===== config.mk =====
export PLATFORM = sky130hd
export DESIGN_NAME = alu_32bit
export DESIGN_NICKNAME = d
export VERILOG_FILES = /design/src/rtl/alu_32bit.sv
export SDC_FILE = /design/constraint.sdc
export NUM_CORES = 2
export LEC_CHECK = 0
export CORE_UTILIZATION = 45
export CTS_CLUSTER_SIZE = 24
export DETAILED_ROUTE_END_ITERATION = 6
export GPL_TIMING_DRIVEN = 1
export PLACE_DENSITY_LB_ADDON = 0.05
export SLEW_MARGIN = 20
export SYNTH_ARGS = -nofsm -noshare
export SYNTH_HDL_FRONTEND = slang
export SYNTH_SLANG_ARGS = --single-unit
export TNS_END_PERCENT = 30

===== constraint.sdc =====
create_clock -name clk -period 11.34 [get_ports clk]
set_clock_uncertainty 0.05 [all_clocks]
set_input_delay 2.268 -clock clk [delete_from_list [all_inputs] [get_ports clk]]
set_output_delay 2.268 -clock clk [all_outputs]
set_load 0.02 [all_outputs]

===== src/rtl/alu_32bit.sv =====
// Registered 32-bit ALU: 16 unsigned operations, result and carry/borrow registered with one-cycle latency.
// Optional combinational divider for opcode 0011 is enabled by defining ALU_32BIT_DIV_EN.
module alu_32bit (
  input  logic        clk,
  input  logic        rst,
  input  logic [31:0] A,
  input  logic [31:0] B,
  input  logic [3:0]  ALU_Sel,
  output logic [31:0] ALU_Out,
  output logic        Carryout
);

  localparam int DATA_W = 32;

  logic [DATA_W:0]   sum_c;
  logic [DATA_W:0]   diff_c;
  logic [DATA_W-1:0] res_c;
  logic              carry_c;
  logic [DATA_W-1:0] alu_out_p1;
  logic              carry_p1;

  assign sum_c  = {1'b0, A} + {1'b0, B};
  // Bit 32 of the zero-extended difference is set exactly when A < B.
  assign diff_c = {1'b0, A} - {1'b0, B};

  always_comb begin
    res_c   = '0;
    carry_c = 1'b0;
    case (ALU_Sel)
      4'b0000: begin
        res_c   = sum_c[DATA_W-1:0];
        carry_c = sum_c[DATA_W];
      end
      4'b0001: begin
        res_c   = diff_c[DATA_W-1:0];
        carry_c = diff_c[DATA_W];
      end
      4'b0010: res_c = A * B;
      4'b0011: begin
`ifdef ALU_32BIT_DIV_EN
        res_c = (B == '0) ? '1 : A / B;
`else
        res_c = '0;
`endif
      end
      4'b0100: res_c = {A[DATA_W-2:0], 1'b0};
      4'b0101: res_c = {1'b0, A[DATA_W-1:1]};
      4'b0110: res_c = {A[DATA_W-2:0], A[DATA_W-1]};
      4'b0111: res_c = {A[0], A[DATA_W-1:1]};
      4'b1000: res_c = A & B;
      4'b1001: res_c = A | B;
      4'b1010: res_c = A ^ B;
      4'b1011: res_c = ~(A | B);
      4'b1100: res_c = ~(A & B);
      4'b1101: res_c = ~(A ^ B);
      4'b1110: res_c = {{(DATA_W-1){1'b0}}, (A > B)};
      4'b1111: res_c = {{(DATA_W-1){1'b0}}, (A == B)};
      default: begin
        res_c   = '0;
        carry_c = 1'b0;
      end
    endcase
  end

  // Stage p1: output registers
  always_ff @(posedge clk) begin
    if (rst) begin
      alu_out_p1 <= '0;
      carry_p1   <= 1'b0;
    end else begin
      alu_out_p1 <= res_c;
      carry_p1   <= carry_c;
    end
  end

  assign ALU_Out  = alu_out_p1;
  assign Carryout = carry_p1;

endmodule


==> impl_metrics.json <==
{
  "status": "finished clean",
  "rows": 81,
  "gr-usage-all-layers": 0.408,
  "die_h_um": 225,
  "synth-async-reset-ratio": 0,
  "grt_max_degree": 60,
  "clockRootBuffer": "clkbuf_16",
  "floorplan.initialDensity": 0.458,
  "final-setup-viol-count": 0,
  "grt_pass1_vias": 22200,
  "avgSynthCellArea_um2": 8.00,
  "die_area_um2": 50800,
  "synth_area_um2": 22500,
  "detail_route.wl_per_cell_um": 28.7,
  "clk_path_buf_depth": 2,
  "coreArea_um2": 49100,
  "yosysTopAreaCellShare": 0.365,
  "timing.slew.headroom": 0.184,
  "dr.pass1.iters": 6,
  "fmax_ghz": 0.0895,
  "cp.arrival_ns": 11.32,
  "ios": 103,
  "grt_antenna_before_repair": 2,
  "cts.reportedPaths.clkPinSlew_ns": 0.06,
  "critPathCaptureType": "register",
  "yosysSeqAreaShare": 0.0294,
  "drive_above_1_share": 0.0480,
  "fill_cells": 5024,
  "grt_pass1_wl_um": 149000,
  "final_common_cell": "inv_1",
  "h-tree-depth": 2,
  "synth_area_leaders": "fa_1, ha_1, inv_1, nor2_1, nand2_1",
  "cts_resized": 0,
  "grt_overflow": 0,
  "fp.dieW_um": 225,
  "cts_sinks": 33,
  "drv_slew": 0,
  "cp_slowest_cell": "clkdlybuf4s50_1",
  "wl_um": 101000,
  "drtIter0Drc": 2108,
  "ctsHoldBuffers": 0,
  "synth_area_leader_cell": "fa_1",
  "most-common-layout-cells": "inv_1, nor2_1, fa_1, nand2_1, ha_1",
  "finalCritPeriodShare": 0.985,
  "setup_tns_ns": 0,
  "syn_nets": 3507,
  "dp_hpwl_um": 80100,
  "tightest_slew_ns": 1.22,
  "start_kind": "input pin",
  "synth_edf_count": 0,
  "netlist_instances": 2808,
  "cts_setup_buffers": 0,
  "whs_ns": 2.48,
  "hold_class": "input pin to register",
  "drc": 0,
  "fin_nets": 3551,
  "cp_common_cell": "fa_1",
  "vias_per_cell": 6.06,
  "cts_buffers": 5,
  "yosys.cell_types.count": 83,
  "path_max_fanout": 21,
  "drv_cap": 0,
  "finalWeightedCongestion": 0.965,
  "crit_family": "adder cells",
  "instances_no_fill": 3521,
  "area_growth_pct": 9.37,
  "ant_nets": 0,
  "io_buffers": 102,
  "cp_num_buf_inv": 6,
  "ys.flop_type": "dfxtp_1",
  "rsz0062_at_grt": "false",
  "synth_seq_cells": 33,
  "yosysWarnings": 0,
  "dr_total_vias": 21300,
  "dp_cells": 3509,
  "worstPathRequired_ns": 11.49,
  "fin_crit_ns": 11.17,
  "cts_tree": "done",
  "crit_type": "input pin to register",
  "finalHoldViolCount": 0,
  "slowest_delay_ns": 0.96
}
## flip-flops by register name (all words and copies together), names as in the netlist
name,cells
ALU_Out,32
Carryout,1
## layout make-up
class	count	area, um2	share of cell area
clock buffer	6	139	0.00565
tap	664	831	0.0338
timing repair buffer	188	1640	0.0669
inverter	489	1840	0.0749
sequential	33	661	0.0269
antenna	4	10.0	0.000407
clock inverter	2	37.5	0.00153
multi-input combinational	2135	19400	0.790
## routing by layer
layer  track usage  share of wire
met1         0.523           0.39
met5             0        0.00024
met3        0.0973           0.10
met2         0.634           0.45
met4         0.217          0.061
## per-stage QoR
step                      worst slack [ns]   util  area (um2)
after floorplan                       2.34      -       22500
after global placement             -0.0327  0.497       24400
after detailed placement            -0.214  0.497       24400
after CTS                           0.0985  0.501       24600
after global routing                0.0364  0.501       24600
final                                0.168  0.501       24600
## synth_stat cells, types with 4 or more instances
cell      instances
a211o_1           4
a211oi_1         27
a21o_1           32
a21oi_1         116
a221o_1          10
a221oi_1         28
a22o_1            5
a22oi_1          13
a311oi_1          4
a31oi_1          17
and3_1           10
buf_1            27
buf_2            10
clkbuf_1        112
clkinv_1         12
dfxtp_1          33
fa_1            410
ha_1            219
inv_1           472
inv_2             5
mux2i_1          38
nand2_1         294
nand2b_1         17
nand3_1          18
nand4_1           7
nor2_1          412
nor2b_1          13
nor3_1           28
nor4_1            8
o211ai_1         10
o21a_1           15
o21ai_0          89
o21bai_1         17
o221ai_1         14
o22ai_1          26
o31ai_1          12
o32ai_1           7
or2_2             4
or3_1            10
or4_1             4
xnor2_1          92
xor2_1           41
## cell families after synthesis
logic type      Yosys count  synth area share
compound gates          495             0.152
xor+xnor                133            0.0519
fa+ha+maj               629             0.487
buf+inv                 640             0.108
flops                    33            0.0294
mux                      38            0.0169
simple gates            840             0.155
## final timing paths
path / cells after the start / from / slack, ns / to
max: 26 / B[7] / 0.17 / ALU_Out[29]
min: 3 / ALU_Sel[1] / 2.48 / ALU_Out[0]
Power is not shown: default switching activity piles up to over one toggle a cycle in this logic, so the estimate is an artifact.
